$ cat src/rtl/boot_fetch_sel_pkg.sv
// Shared types and constants for the boot fetch selector.
package boot_fetch_sel_pkg;

  localparam int unsigned XLEN = 32;

  localparam logic [XLEN-1:0] NOP_INSN = 32'h0000_0013;

  typedef enum logic [1:0] {
    ST_BOOT   = 2'd0,
    ST_DRAIN  = 2'd1,
    ST_RUN    = 2'd2,
    ST_REBOOT = 2'd3
  } state_e;

  typedef struct packed {
    logic [XLEN-1:0] data;
    logic            fault;
  } fetch_rsp_t;

  // Counter width able to hold 0 .. timeout-1.
  function automatic int unsigned wd_width(input int unsigned timeout);
    return (timeout > 1) ? $clog2(timeout) : 1;
  endfunction

endpackage

$ cat src/rtl/boot_fetch_sel_if.sv
// Instruction-fetch port between the core (master) and the fetch selector (slave).
interface boot_fetch_sel_if;
  import boot_fetch_sel_pkg::*;

  logic            fetch_req;
  logic [XLEN-1:0] fetch_addr;
  logic            fetch_ready;
  logic            fetch_valid;
  logic [XLEN-1:0] fetch_data;
  logic            fetch_fault;

  modport master (
    output fetch_req, fetch_addr,
    input  fetch_ready, fetch_valid, fetch_data, fetch_fault
  );

  modport slave (
    input  fetch_req, fetch_addr,
    output fetch_ready, fetch_valid, fetch_data, fetch_fault
  );

endinterface

$ cat src/rtl/boot_fetch_sel_watchdog.sv
// Boot watchdog: counts enabled cycles and flags the last allowed one.
module boot_watchdog
  import boot_fetch_sel_pkg::*;
#(
  parameter int unsigned TIMEOUT = 256
) (
  input  logic clk,
  input  logic rst,
  input  logic clr,
  input  logic en,
  output logic expire_c
);

  localparam int unsigned W = wd_width(TIMEOUT);

  logic [W-1:0] count_q;

  always_ff @(posedge clk) begin
    if (rst || clr) begin
      count_q <= '0;
    end else if (en) begin
      count_q <= count_q + W'(1);
    end
  end

  assign expire_c = en && (count_q == W'(TIMEOUT - 1));

endmodule

$ cat src/rtl/boot_fetch_sel.sv
// Routes core fetches to the start-up ROM during boot, then permanently to IMEM.
// Optional BOOT_FETCH_SEL_REBOOT_EN adds a reboot input that returns RUN to BOOT.
module boot_fetch_sel
  import boot_fetch_sel_pkg::*;
#(
  parameter int unsigned IMEM_AW      = 10,
  parameter int unsigned BOOT_TIMEOUT = 256
) (
  input  logic                clk,
  input  logic                rst,
  boot_fetch_sel_if.slave     fetch,
  output logic [XLEN-1:0]     rom_addr,
  input  logic [XLEN-1:0]     rom_data,
  input  logic                rom_done,
  output logic [IMEM_AW-1:0]  imem_addr,
  output logic                imem_en,
  input  logic [XLEN-1:0]     imem_rdata,
  output logic                boot_mode,
  output logic                boot_error
`ifdef BOOT_FETCH_SEL_REBOOT_EN
  ,
  input  logic                reboot
`endif
);

  state_e     state_q, state_d;
  logic       ready_q, ready_d;
  logic       boot_mode_q, boot_mode_d;
  logic       boot_error_q, boot_error_d;
  logic       valid_q, valid_d;
  logic       imem_sel_q, imem_sel_d;
  fetch_rsp_t rsp_q, rsp_d;

  logic accept_c;
  logic addr_bad_c;
  logic wd_expire_c;
  logic reboot_c;

`ifdef BOOT_FETCH_SEL_REBOOT_EN
  assign reboot_c = reboot;
`else
  assign reboot_c = 1'b0;
`endif

  assign accept_c   = fetch.fetch_req && ready_q;
  assign addr_bad_c = (fetch.fetch_addr[1:0] != 2'b00) ||
                      ((fetch.fetch_addr >> (IMEM_AW + 2)) != '0);

  boot_watchdog #(
    .TIMEOUT (BOOT_TIMEOUT)
  ) u_watchdog (
    .clk      (clk),
    .rst      (rst),
    .clr      (state_q == ST_REBOOT),
    .en       (state_q == ST_BOOT),
    .expire_c (wd_expire_c)
  );

  // Next state, IMEM request and next registered response.
  always_comb begin
    state_d      = state_q;
    boot_error_d = boot_error_q;
    valid_d      = 1'b0;
    rsp_d        = '{data: rsp_q.data, fault: 1'b0};
    imem_sel_d   = 1'b0;
    imem_en      = 1'b0;
    imem_addr    = fetch.fetch_addr[IMEM_AW+1:2];

    case (state_q)
      ST_BOOT: begin
        if (rom_done) begin
          state_d = ST_DRAIN;
        end else if (wd_expire_c) begin
          state_d      = ST_DRAIN;
          boot_error_d = 1'b1;
        end
        if (accept_c) begin
          valid_d = 1'b1;
          rsp_d   = '{data: rom_data, fault: 1'b0};
        end
      end
      ST_DRAIN: begin
        state_d = ST_RUN;
      end
      ST_RUN: begin
        if (reboot_c) begin
          state_d = ST_REBOOT;
        end
        if (accept_c) begin
          valid_d = 1'b1;
          if (addr_bad_c) begin
            rsp_d = '{data: NOP_INSN, fault: 1'b1};
          end else begin
            imem_en    = 1'b1;
            imem_sel_d = 1'b1;
          end
        end
      end
      ST_REBOOT: begin
        state_d = ST_BOOT;
      end
      default: begin
        state_d = ST_BOOT;
      end
    endcase

    // Ready and boot_mode are registered, so they track the state being entered.
    ready_d     = (state_d == ST_BOOT) || (state_d == ST_RUN);
    boot_mode_d = (state_d != ST_RUN);
  end

  always_ff @(posedge clk) begin
    if (rst) begin
      state_q      <= ST_BOOT;
      ready_q      <= 1'b0;
      boot_mode_q  <= 1'b1;
      boot_error_q <= 1'b0;
      valid_q      <= 1'b0;
      imem_sel_q   <= 1'b0;
      rsp_q        <= '0;
    end else begin
      state_q      <= state_d;
      ready_q      <= ready_d;
      boot_mode_q  <= boot_mode_d;
      boot_error_q <= boot_error_d;
      valid_q      <= valid_d;
      imem_sel_q   <= imem_sel_d;
      rsp_q        <= rsp_d;
    end
  end

  // IMEM data arrives one cycle after imem_en, so it is muxed in rather than re-registered.
  assign fetch.fetch_ready = ready_q;
  assign fetch.fetch_valid = valid_q;
  assign fetch.fetch_data  = imem_sel_q ? imem_rdata : rsp_q.data;
  assign fetch.fetch_fault = rsp_q.fault;
  assign rom_addr          = fetch.fetch_addr;
  assign boot_mode         = boot_mode_q;
  assign boot_error        = boot_error_q;

endmodule

$ cat src/flat_wrapper.sv
// flat-port wrapper written by rule: the top's interface ports become plain ports
module boot_fetch_sel_flat import boot_fetch_sel_pkg::*;
#(
  parameter int unsigned IMEM_AW      = 10,
  parameter int unsigned BOOT_TIMEOUT = 256
)
  (clk, rst, rom_addr, rom_data, rom_done, imem_addr, imem_en, imem_rdata, boot_mode, boot_error, fetch_fetch_req, fetch_fetch_addr, fetch_fetch_ready, fetch_fetch_valid, fetch_fetch_data, fetch_fetch_fault);
  boot_fetch_sel_if fetch_i ();
  input  logic clk;
  input  logic rst;
  output logic [XLEN-1:0] rom_addr;
  input  logic [XLEN-1:0] rom_data;
  input  logic rom_done;
  output logic [IMEM_AW-1:0] imem_addr;
  output logic imem_en;
  input  logic [XLEN-1:0] imem_rdata;
  output logic boot_mode;
  output logic boot_error;
  input wire logic [$bits(fetch_i.fetch_req)-1:0] fetch_fetch_req;
  input wire logic [$bits(fetch_i.fetch_addr)-1:0] fetch_fetch_addr;
  output wire logic [$bits(fetch_i.fetch_ready)-1:0] fetch_fetch_ready;
  output wire logic [$bits(fetch_i.fetch_valid)-1:0] fetch_fetch_valid;
  output wire logic [$bits(fetch_i.fetch_data)-1:0] fetch_fetch_data;
  output wire logic [$bits(fetch_i.fetch_fault)-1:0] fetch_fetch_fault;
  assign fetch_i.fetch_req = fetch_fetch_req;
  assign fetch_i.fetch_addr = fetch_fetch_addr;
  assign fetch_fetch_ready = fetch_i.fetch_ready;
  assign fetch_fetch_valid = fetch_i.fetch_valid;
  assign fetch_fetch_data = fetch_i.fetch_data;
  assign fetch_fetch_fault = fetch_i.fetch_fault;
  boot_fetch_sel #(.IMEM_AW(IMEM_AW), .BOOT_TIMEOUT(BOOT_TIMEOUT)) u_core (.clk(clk), .rst(rst), .fetch(fetch_i), .rom_addr(rom_addr), .rom_data(rom_data), .rom_done(rom_done), .imem_addr(imem_addr), .imem_en(imem_en), .imem_rdata(imem_rdata), .boot_mode(boot_mode), .boot_error(boot_error));
endmodule
$ cat config.mk
export PLATFORM = sky130hd
export DESIGN_NAME = boot_fetch_sel_flat
export DESIGN_NICKNAME = d
export VERILOG_FILES = /design/src/rtl/boot_fetch_sel_pkg.sv /design/src/rtl/boot_fetch_sel_if.sv /design/src/rtl/boot_fetch_sel_watchdog.sv /design/src/rtl/boot_fetch_sel.sv /design/src/flat_wrapper.sv
export SDC_FILE = /design/constraint.sdc
export NUM_CORES = 1
export LEC_CHECK = 0
export ABC_AREA = 0
export BUFFER_PORTS_ARGS = -buffer_cell sky130_fd_sc_hd__buf_4
export CORE_UTILIZATION = 46
export DETAILED_ROUTE_END_ITERATION = 10
export PLACE_DENSITY = 0.95
export SYNTH_ARGS = -nofsm -noshare
export SYNTH_HDL_FRONTEND = slang
export SYNTH_SLANG_ARGS = --single-unit
$ cat constraint.sdc
create_clock -name clk -period 3.8 [get_ports clk]
set_clock_uncertainty 0.2 [all_clocks]
set_input_delay 0.76 -clock clk [delete_from_list [all_inputs] [get_ports clk]]
set_output_delay 0.76 -clock clk [all_outputs]
set_load 0.01 [all_outputs]
; ---- Word level (Yosys, flattened, before mapping)
; Index checks and enable logic that the tools add are counted.
[word_totals]
register_bits = 48
out_inout_bits = 80
[op_classes]
addsub = 1
eq_ne = 9
mux = 12
n_bitwise = 2
n_reduce_logical = 14
[ops]
columns = op, n
row1 = 33-bit 2-to-1 mux, 3
row2 = 33-bit one-hot mux with 2 select lines, 1
row3 = 32-bit 2-to-1 mux, 1
row4 = 32-bit nonzero test, 1
row5 = 8-bit by 1-bit adder with 8-bit output (second input constant), 1
row6 = 8-bit equality test (second input constant), 1
row7 = 2-bit one-hot mux with 4 select lines, 1
row8 = 2-bit equality test (second input constant), 3
row9 = 2-bit by 1-bit != test with 1-bit output (second input constant), 3
row10 = 2-bit logical NOT, 2
row11 = 1-bit 2-to-1 mux, 4
row12 = 2-bit 2-to-1 mux, 2
row13 = 4-bit AND reduction, 1
row14 = 2-bit nonzero test, 2
row15 = 2-bit OR reduction, 2
row16 = 1-bit logical OR, 3
row17 = 3-bit AND reduction, 1
row18 = 2-bit by 1-bit equality test with 1-bit output (second input constant), 1
row19 = 1-bit logical AND, 2
row20 = 2-bit != test (second input constant), 1
row21 = 1-bit NOT, 2

; ---- Depth between registers and ports, before layout
; Gate-level depths: netlist of the first run.
[logic_depth]
word_depth = 7
depth_mapped = 9
mapped_depth_nobuf = 6

; ---- Modules after synthesis
; A second synthesis of the first run with hierarchy kept.
[hier_totals]
hier_cells = 304
hier_area_um2 = 2857.7
[by_module_without_submodules]
columns = module, n_inst, cells_per_inst, area_each_um2
row1 = boot_fetch_sel, 1, 264, 2503.7
row2 = boot_watchdog, 1, 40, 354.1

; ---- Least setup slack after synthesis of the first run
; OpenSTA, ideal clock, no wires.
[synth_path]
path_type = in2out
startpoint = input fetch_fetch_addr[1]
endpoint = output imem_en
arrival_time_ns = 1.606
setup_slack_ns = 1.234
path_stages = 4
n_path_buf = 0
cell_sequence = nor4_2 nand4_1 or2_2 nor2_1
[synth_via]
elab_chain_len = 5
[synth_lines]
columns = item, line
row1 = start: declaration, flat_wrapper.sv:20  ; input wire logic [$bits(fetch_i.fetch_addr)-1:0] fetch_fetch_addr;
row2 = 2-bit nonzero test, boot_fetch_sel.sv:46  ; assign addr_bad_c = (fetch.fetch_addr[1:0] != 2'b00) ||
row3 = 1-bit logical OR, boot_fetch_sel.sv:46
row4 = 1-bit 2-to-1 mux, boot_fetch_sel.sv:91  ; if (addr_bad_c) begin
row5 = 1-bit 2-to-1 mux, boot_fetch_sel.sv:89  ; if (accept_c) begin
row6 = 1-bit 2-to-1 mux, boot_fetch_sel.sv:69  ; case (state_q)
row7 = end: declaration, flat_wrapper.sv:15  ; output logic imem_en;
; Every way passes these cells.

; ---- Final worst setup path of the first run
[layout_path]
startpoint = input fetch_fetch_addr[29]
endpoint = output imem_en
[layout_via]
elab_chain_len = 5
[layout_lines]
columns = item, line
row1 = 32-bit nonzero test, boot_fetch_sel.sv:47  ; ((fetch.fetch_addr >> (IMEM_AW + 2)) != '0);
row2 = 1-bit logical OR, boot_fetch_sel.sv:46
row3 = 1-bit 2-to-1 mux, boot_fetch_sel.sv:91
row4 = 1-bit 2-to-1 mux, boot_fetch_sel.sv:89
row5 = 1-bit 2-to-1 mux, boot_fetch_sel.sv:69
; Every way passes these cells.

==> metrics.md, run 1 <==
| Metric | Value |
|---|---|
| Via count | `around 2300` |
| Max Slew Vio Count | `0` |
| Clock-pin slew on the worst setup and hold paths | `0.08 ns` |
| M1 wire length | `2.64 mm` |
| PwrDens | `338 nW/µm²` |
| Hold Path Class | `register to register` |
| #FFs+latches synth | `48` |
| Final WL | `approximately 6.6 mm` |
| Crit. End Element | `output port` |
| Post-Syn Instances | `298` |
| Syn-to-layout area delta | `33.7%` |
| Relative slew slack | `31.1%` |
| Avg Cell Area, Syn | `~9.1 µm²` |
| Status | `finished clean` |
| CP max-delay cell | `or2_2` |
| Fmax | `348 MHz` |
| RSZ-0062 raised after global routing | `no` |
| Final period utilization | `75.6%` |
| Worst path arrival time | `1.91 ns` |
| Worst Setup Start Kind | `input port` |
| CP max FO | `3` |
| Syn_nets | `around 400` |
| Total Power | `1.23 mW` |
| Vias per inst | `5.01` |
| Cells taking the most area after synthesis | `dfxtp_1 (35%), buf_4 (12%), mux2_2 (11%)` |
| Final min period | `2.87 ns` |
| Met3 wire length | `between 300 and 400 µm` |
| H-tree depth | `2` |
| Global placement routability congestion | `0.837` |
| Post-synth top area share | `a little over a third` |
| I/O Buffers | `around 150` |
| Die area | `6230 µm²` |
| Final Hold Fails | `0` |
| Worst slew pin tran | `1.03 ns` |
| Share of cells above drive strength 1 | `48.2%` |
| Core area | `5610 µm²` |
| Final Worst Setup Slack | `0.929 ns` |
| Antenna diode count | `0` |
| Cell Rows | `27` |
| GR Overflow Total | `0` |
| Clk Tree Root Cell | `clkbuf_8` |
| DRT antenna net count | `0` |
| Maximum root-to-sink buffer count | `2` |
| Max incr delay on CP | `0.33 ns` |
| Top sig layer | `met4` |
| DRT iter0 DRCs | `66` |
| CP bufs+invs | `2` |
| Die boundary width | `78.9 µm` |
| Yosys cell types | `31` |
| Clk_lat worst skew | `approximately 0.29 ns` |
| Ports | `180` |
| Reg2reg setup slack | `about 1.5 ns` |
| Yosys warns | `0` |
| Pleak | `about 1.7 nW` |
| Placed instance area | `3530 µm²` |
| PostCTS Resize Cnt | `0` |
| # clock sinks | `48` |
| VDD IR-drop max | `0.245 mV` |
| Nets | `499` |
| Cts bufs inserted | `5` |
| Max Cap Viol | `0` |
| Final setup violation count | `0` |
| Drt first pass iters | `4` |
| First-pass GRT wire length | `10.2 mm` |
| Design Area, Final | `3640 µm²` |
| Largest net degree at the start of global routing | `37` |
| Starting density of the core | `48.5%` |
| Die height | `78.9 µm` |
| Setup repair bufs after CTS | `0` |
| Most frequent cells in the layout | `buf_4 (152), dfxtp_1 (48), nand2_1 (36)` |
| Top cell by count, worst path | `buf_4` |
| Initial antenna violation count | `0` |
| Worst EP required | `around 2.8 ns` |
| TritonCTS clock tree | `done` |
| Critical path, cell by cell | `buf_4 -> nor4_1 -> nand4_1 -> or2_2 -> nor2_1 -> buf_4` |
| CP Class | `input port to output port` |
| Total track usage | `20.4%` |
| Hpwl dp | `5.08 mm` |
| Vias in the first global route | `2258` |
| Synth Cell Area | `2720 µm²` |
| DRC viols | `0` |
| Wire length per cell | `14.2 µm` |
| Cts hold-fix bufs | `0` |
| Most common cell after layout, fill and taps aside | `buf_4` |
| Post-synthesis sequential area ratio | `a little over a third` |
| TNS Setup | `0 ns` |
| Pre-CTS WS | `0.940 ns` |
| Met2 wire length | `3.54 mm` |
| Delay-heaviest family, CP | `simple AND/OR/NAND/NOR gates` |
| Top cell type by total area after synthesis | `dfxtp_1` |
==> report_power, final <==
part           internal, mW  switching, mW  total, mW
sequential            0.537         0.0239      0.561
clock                 0.195          0.156      0.351
combinational         0.172          0.146      0.317
total                 0.904          0.326       1.23
==> synthesized netlist by cell type <==
cell type	n
nand2_1	36
mux2_1	5
nor4_1	5
xor2_1	3
buf_6	4
mux2i_1	30
nor2_1	14
nand3_1	28
clkbuf_1	11
dfxtp_1	48
inv_1	8
nor3b_1	1
a21oi_1	1
mux2_2	27
o31ai_1	1
nor3_1	2
and2_1	1
nand4_1	5
nor2b_1	2
o211ai_1	1
o31a_1	1
a21o_1	1
xnor2_1	4
ha_1	4
clkinv_1	1
buf_2	1
o221a_1	3
buf_4	42
or2_2	2
buf_1	4
nor4_2	2
==> flip-flops by register name, indices dropped and copies added (netlist names) <==
name and cells:
u_core.fetch.fetch_fault 1, u_core.boot_mode 1, u_core.imem_sel_q 1, u_core.fetch.fetch_valid 1, u_core.boot_error 1, u_core.rsp_q 32, u_core.fetch.fetch_ready 1, u_core.state_q 2
u_core.u_watchdog.count_q 8
==> metrics by stage <==
step / cells / utilization, % / hold WS [ns]
finish: 468 / 64.9 / 0.258
global route: 468 / 64.9 / 0.280
CTS: 468 / 64.9 / 0.261
detailed placement: 460 / 63.0 / 0.249
global placement: 460 / 63.0 / 0.241
floorplan: 298 / - / 0.231
==> metal layers <==
layer,up-vias,global-route usage [%]
met5,-,0
met4,0,6.00
met3,8,3.56
li1,1167,-
met1,1084,23.1
met2,86,38.9
==> area by class of cell <==
| class | count | area [µm²] |
|---|---|---|
| fill | 458 | 1970 |
| multi-input combinational | 179 | 1310 |
| timing repair buffer | 152 | 1140 |
| sequential | 48 | 961 |
| tap | 72 | 90.1 |
| clock buffer | 6 | 72.6 |
| clock inverter | 2 | 35.0 |
| inverter | 9 | 33.8 |
==> cell families (layout without fill, tap and decap cells) <==
kind of cell | Yosys count | count (layout) | synth area share [%]
buffers and inverters | 71 | 169 | 16.7
muxes | 62 | 62 | 24.3
DFF | 48 | 48 | 35.3
xor gates and xnor gates | 7 | 7 | 2.25
AOI/OAI and AO/OA | 8 | 8 | 2.57
and+or+nand+nor | 98 | 98 | 17.0
adders and majority gates | 4 | 4 | 1.84
==> final timing paths <==
| check | cells past startpoint | start | to |
|---|---|---|---|
| setup / recovery | 6 | fetch_fetch_addr[29] | imem_en |
| hold / removal | 2 | u_core.rsp_q[19] | u_core.rsp_q[19] |
| setup reg to reg | 7 | u_core.state_q[0] | u_core.fetch.fetch_ready |
| hold reg to reg | 2 | u_core.rsp_q[19] | u_core.rsp_q[19] |
==> tightest hold or removal path, stage by stage, from the launching register on <==
cell     delay, ns
dfxtp_1       0.31
nand2_1       0.05
mux2i_1       0.05
Note: power is estimated with default switching activity, not from simulation.
==> run 2, diff against run 1 <==
- CORE_UTILIZATION: 46 -> 38
- PLACE_DENSITY: 0.95 -> 0.86
- clock period: 3.8 -> 2.5 ns (I/O delays scaled with it)
==> run 2 against run 1 <==
  * Register-to-register slack got worse by 0.98 ns
  * Clock power rose by 66%
  * Final cell count grew 5.6%
  * Sequential share of layout area shrank 0.51 points
  * Highest routed layer unchanged
  * Largest power group unchanged
  * Sequential power rose by 52%
  * Critical path type unchanged
==> metrics.md, run 2 (synthesized netlist as in run 1, its figures left out) <==
| Metric | Value |
|---|---|
| Most common cell after layout, fill and taps aside | `buf_4` |
| Hpwl dp | `5.09 mm` |
| Max incr delay on CP | `0.32 ns` |
| Syn-to-layout area delta | `36.4%` |
| Vias per inst | `4.69` |
| H-tree depth | `2` |
| Pleak | `between 1.5 and 2 nW` |
| Cts bufs inserted | `5` |
| PwrDens | `518 nW/µm²` |
| Share of cells above drive strength 1 | `48.7%` |
| Final setup violation count | `0` |
| Clock-pin slew on the worst setup and hold paths | `about 0.09 ns` |
| Nets | `501` |
| Status | `finished clean` |
| Clk Tree Root Cell | `clkbuf_8` |
| Core area | `6870 µm²` |
| Fmax | `437 MHz` |
| DRT antenna net count | `0` |
| Worst slew pin tran | `0.438 ns` |
| TNS Setup | `0 ns` |
| Max Cap Viol | `0` |
| Cell Rows | `30` |
| Total track usage | `about 17%` |
| DRC viols | `0` |
| Biggest regs | `u_core.rsp_q x32, u_core.u_watchdog.count_q x8, u_core.state_q x2` |
| Cts hold-fix bufs | `0` |
| Max reg flops | `32` |
| Fillers | `608` |
| Setup repair bufs after CTS | `0` |
| Delay-heaviest family, CP | `simple AND/OR/NAND/NOR gates` |
| Die height | `about 87 µm` |
| Maximum root-to-sink buffer count | `2` |
| Max Slew Vio Count | `0` |
| Most flop-heavy register | `u_core.rsp_q` |
| Relative slew slack | `70.5%` |
| Wire length per cell | `13.1 µm` |
| Ports | `180` |
| DRT iter0 DRCs | `67` |
| Crit. End Element | `output port` |
| I/O Buffers | `149` |
| CP max-delay cell | `or2_2` |
| PostCTS Resize Cnt | `0` |
| Final Worst Setup Slack | `0.211 ns` |
| Antenna diode count | `0` |
| # clock sinks | `48` |
| Die boundary width | `86.6 µm` |
| Met3 usage | `around 3%` |
| Final min period | `2.29 ns` |
| Final Hold Fails | `0` |
| First-pass GRT wire length | `9.98 mm` |
| CP max FO | `3` |
| Global placement routability congestion | `0.742` |
| Hold Path Class | `input port to register` |
| Global route hottest layer | `met2` |
| Worst path arrival time | `1.59 ns` |
| GR Overflow Total | `0` |
| Vias in the first global route | `2282` |
| TritonCTS clock tree | `done` |
| CP bufs+invs | `2` |
| Largest net degree at the start of global routing | `42` |
| Top cell by count, worst path | `buf_4` |
| Final period utilization | `91.6%` |
| VDD IR-drop max | `0.314 mV` |
| Die area | `7510 µm²` |
| Clk_lat worst skew | `0.29 ns` |
| Pre-CTS WS | `0.202 ns` |
| Final WL | `between 6 and 7 mm` |
| Starting density of the core | `39.6%` |
| Met2 usage | `33.4%` |
| Drt first pass iters | `4` |
| Critical path, cell by cell | `buf_4 -> nor4_2 -> nand4_1 -> or2_2 -> nor2_1 -> buf_4` |
| Met1 GRT Util | `between 10% and 20%` |
| Worst Setup Start Kind | `input port` |
| Most frequent cells in the layout | `buf_4 (153), dfxtp_1 (48), nand2_1 (36)` |
| RSZ-0062 raised after global routing | `no` |
| CP Class | `input port to output port` |
| Via count | `roughly 2300` |
| Worst EP required | `1.80 ns` |
| Initial antenna violation count | `0` |
==> run 2: changes by cell type in the layout (fill, tap and decap cells not counted), sizes merged <==
| cell | delta |
|---|---|
| buf | +2 |
==> run 2: power breakdown <==
part / leakage [nW] / internal, mW / switching, mW
Combinational: 1.22 / 0.265 / 0.220
Clock: 0.0614 / 0.327 / 0.255
Sequential: 0.390 / 0.817 / 0.0377
Total: 1.67 / 1.41 / 0.513
==> run 2: cell type report <==
class | instances | area [µm²] | share of cell area [%]
well taps | 96 | 120 | 3.24
repair buffers | 154 | 1170 | 31.5
inverters | 9 | 33.8 | 0.910
clock buffers | 6 | 82.6 | 2.22
flip-flops and latches | 48 | 961 | 25.9
clock inverters | 2 | 38.8 | 1.04
multi-input cells | 179 | 1310 | 35.2
==> run 2: final timing paths <==
check,from,end,slack (ns),cells past startpoint
worst max-delay path,fetch_fetch_addr[1],imem_en,0.21,6
worst min-delay path,rst,u_core.boot_error,0.25,2
worst max register to register,u_core.state_q[0],u_core.rsp_q[18],0.51,7
worst min register to register,u_core.rsp_q[20],u_core.rsp_q[20],0.26,2
==> run 2: worst reg2reg max path: stages (launching register included) <==
cell	delay, ns
dfxtp_1	0.35
inv_1	0.09
ha_1	0.23
o211ai_1	0.12
inv_1	0.07
o31a_2	0.39
buf_12	0.25
mux2i_1	0.22
==> run 2: metrics by stage <==
stage | hold slack, ns | total power, mW | area (µm²) | utilization [%] | instances
6_report | 0.252 | 1.92 | 3710 | 54.0 | 494
5_1_grt | 0.243 | 2.03 | 3710 | 54.0 | 494
4_1_cts | 0.236 | 1.96 | 3710 | 54.0 | 494
3_5_place_dp | 0.247 | 1.36 | 3590 | 52.3 | 486
3_3_place_gp | 0.240 | 1.34 | 3590 | 52.3 | 486
2_1_floorplan | 0.231 | 1.18 | 2720 | - | 298
==> run 2: layer usage <==
layer | vias up | part of all wire (%)
met5 | - | 0
met4 | 0 | 0.59
met3 | 6 | 5.9
met2 | 88 | 54
met1 | 1057 | 39
li1 | 1164 | -
==> run 3, diff against run 2 <==
- CORE_ASPECT_RATIO: default -> 0.5
- CORE_UTILIZATION: 38 -> 39
- SYNTH_HIERARCHICAL: default -> 1
==> run 3 against run 2 <==
  * Worst setup slack lost 0.095 ns
  * Worst hold slack gained 0.013 ns
  * First-iteration DRC count shrank 6.0%
  * Utilization grew 2.2 points
  * Critical path depth is the same
  * Total power grew 12%
  * Sequential share of layout area shrank 1.1 points
  * Fmax shrank 4.0%
  * Sequential power grew 1%
  * Clock power grew 28%
  * Routed wire length grew 2.4%
  * Non-clock buffer count shrank 2
  * Critical path type unchanged
  * Critical endpoint unchanged
==> metrics.md, run 3 <==
| Metric | Value |
|---|---|
| Wire length per cell | `13.4 µm` |
| Drt first pass iters | `4` |
| Ports | `180` |
| Crit. Startpoint | `fetch_fetch_addr[25]` |
| Crit. End Element | `output port` |
| Worst EP required | `1.80 ns` |
| Area of the multi-input gates | `1460 µm²` |
| Cts bufs inserted | `5` |
| Biggest regs | `u_core/rsp_q x32, u_core/u_watchdog/count_q x8, u_core/state_q x2` |
| # clock sinks | `between 40 and 50` |
| DRT iter0 DRCs | `63` |
| Worst slew pin tran | `around 1.0 ns` |
| Total Power | `approximately 2.1 mW` |
| FFs w/ async S/R, synth | `0%` |
| CP max FO | `3` |
| Cts hold-fix bufs | `0` |
| Non-Filler Instances | `495` |
| RSZ-0062 raised after global routing | `no` |
| Post-synthesis sequential area ratio | `between 30% and 40%` |
| Pleak | `1.70 nW` |
| Dpl cells | `487` |
| Final WL | `6.64 mm` |
| Top-count cell post-synth | `dfxtp_1` |
| Largest net degree at the start of global routing | `69` |
| Yosys warns | `6` |
| First-pass GRT wire length | `10.9 mm` |
| Die height | `roughly 63 µm` |
| H-tree depth | `2` |
| Share of cells above drive strength 1 | `48.1%` |
| Synth Cell Area | `2860 µm²` |
| Most frequent cells in the layout | `buf_4 (152), dfxtp_1 (48), mux2i_1 (30)` |
| I/O Buffers | `149` |
| Number of enable flip-flop cells after synthesis | `0` |
| Reg2reg start | `u_core/state_q[0]` |
| Core area | `slightly below 7000 µm²` |
| Final period utilization | `a little over nine tenths` |
| Max reg flops | `32` |
| Cells taking the most area after synthesis | `dfxtp_1 (34%), mux2_2 (11%), buf_4 (11%)` |
| Starting density of the core | `about two fifths` |
| Total track usage | `17.7%` |
| PwrDens | `about 550 nW/µm²` |
| Clock-pin slew on the worst setup and hold paths | `approximately 0.070 ns` |
| Via count | `2309` |
| Global placement routability congestion | `0.785` |
| #FFs+latches synth | `48` |
| Post-synth top area share | `33.6%` |
| Reg2reg setup slack | `about 0.14 ns` |
| Most common cell after layout, fill and taps aside | `buf_4` |
| Die area | `7690 µm²` |
| Fmax | `419 MHz` |
| Die boundary width | `123 µm` |
| TNS Setup | `0 ns` |
| PostCTS Resize Cnt | `0` |
| Max Slew Vio Count | `0` |
| Avg Cell Area, Syn | `9.40 µm²` |
| Initial antenna violation count | `0` |
| Clk Tree Root Cell | `clkbuf_16` |
| Syn-to-layout area delta | `35.4%` |
| Yosys cell types | `34` |
| DRT antenna net count | `0` |
| Hold Path Class | `input port to register` |
| CP Class | `input port to output port` |
| Most flop-heavy register | `u_core/rsp_q` |
| Worst Setup Start Kind | `input port` |
| Worst path arrival time | `1.68 ns` |
| Nets | `between 500 and 600` |
| Final setup violation count | `0` |
| Cell Rows | `21` |
| Seq. cell area | `roughly 960 µm²` |
| Maximum root-to-sink buffer count | `2` |
| Hpwl dp | `4.95 mm` |
| Most common library cells after synthesis | `dfxtp_1 (48), buf_4 (43), mux2i_1 (30)` |
| Relative slew slack | `31.2%` |
| Post-Syn Instances | `304` |
| Fillers | `624` |
| Final Hold Fails | `0` |
| GR Overflow Total | `0` |
| Most used DFF post-synth | `dfxtp_1` |
| VDD IR-drop max | `~0.30 mV` |
| Clk_lat worst skew | `0.28 ns` |
| Vias in the first global route | `between 2000 and 2500` |
| R2R depth | `5` |
| Top cell type by total area after synthesis | `dfxtp_1` |
| Antenna diode count | `0` |
| RR Endpoint | `u_core/rsp_q[30]` |
| Max Cap Viol | `0` |
| TritonCTS clock tree | `done` |
| Syn_nets | `408` |
| Crit path to | `imem_en` |
| Status | `finished clean` |
| Vias per inst | `4.66` |
| Final min period | `2.38 ns` |
| Setup repair bufs after CTS | `0` |
| DRC viols | `0` |
[run 3: cell types whose count changed after synthesis, sizes merged, moves of 4 or more]
| cell | previous run | this run |
|---|---|---|
| nand2b | 0 | 29 |
| nand2 | 36 | 9 |
| nand3b | 0 | 27 |
| nand3 | 28 | 4 |
| o21ai | 0 | 6 |
| buf | 51 | 47 |
[run 3: routing by layer]
layer	GRT usage, %	routed length, µm	vias up
met5	0	0	-
met4	4.97	46	0
met3	3.10	222	5
met2	31.7	3460	35
met1	21.6	2910	1080
li1	-	-	1189
[run 3: final cells by class]
class                           instances  area share [%]
Multi-Input combinational cell        188            37.8
Timing Repair Buffer                  152            29.5
Sequential cell                        48            24.8
Clock buffer                            6            3.33
Tap cell                               92            2.97
Clock inverter                          2           0.905
Inverter                                7           0.679
[run 3: power breakdown]
part	internal, mW	leakage [nW]	switching (mW)
registers	0.825	0.390	0.0394
clock network	0.470	0.0808	0.273
logic	0.293	1.23	0.246
[run 3: worst max-delay path: stages]
cell and delay [ns]:
buf_4 0.11, nor4_1 0.28, nand4_1 0.21, or2_2 0.34, nor2_1 0.11, buf_4 0.13
[run 3: cell families after synthesis]
kind of cell	Yosys count	share of synthesized area, %
flops	48	33.6
simple gates	103	22.3
buf+inv	68	15.2
xor+xnor	4	1.23
compound gates	18	3.94
fa+ha+maj	4	1.75
mux	59	21.9
[run 3: worst min-delay path by stage]
stage,depth (start not counted),startpoint,slack [ns],end
floorplan,2,u_core/rsp_q[1],0.23,u_core/rsp_q[1]
global placement,2,u_core/rsp_q[2],0.25,u_core/rsp_q[2]
CTS,3,rom_data[2],0.26,u_core/rsp_q[3]
finish,3,rom_data[2],0.27,u_core/rsp_q[3]
global route,3,rom_data[3],0.29,u_core/rsp_q[4]
detailed placement,2,u_core/rsp_q[1],0.26,u_core/rsp_q[1]
[run 3: through the flow]
stage	hold slack (ns)	worst slack [ns]	area, µm²	util (%)
2_1_floorplan	0.232	0.415	2860	-
3_3_place_gp	0.250	0.110	3710	53.8
3_5_place_dp	0.259	0.138	3710	53.8
4_1_cts	0.261	0.122	3870	56.2
5_1_grt	0.290	0.0360	3870	56.2
6_report	0.265	0.116	3870	56.2
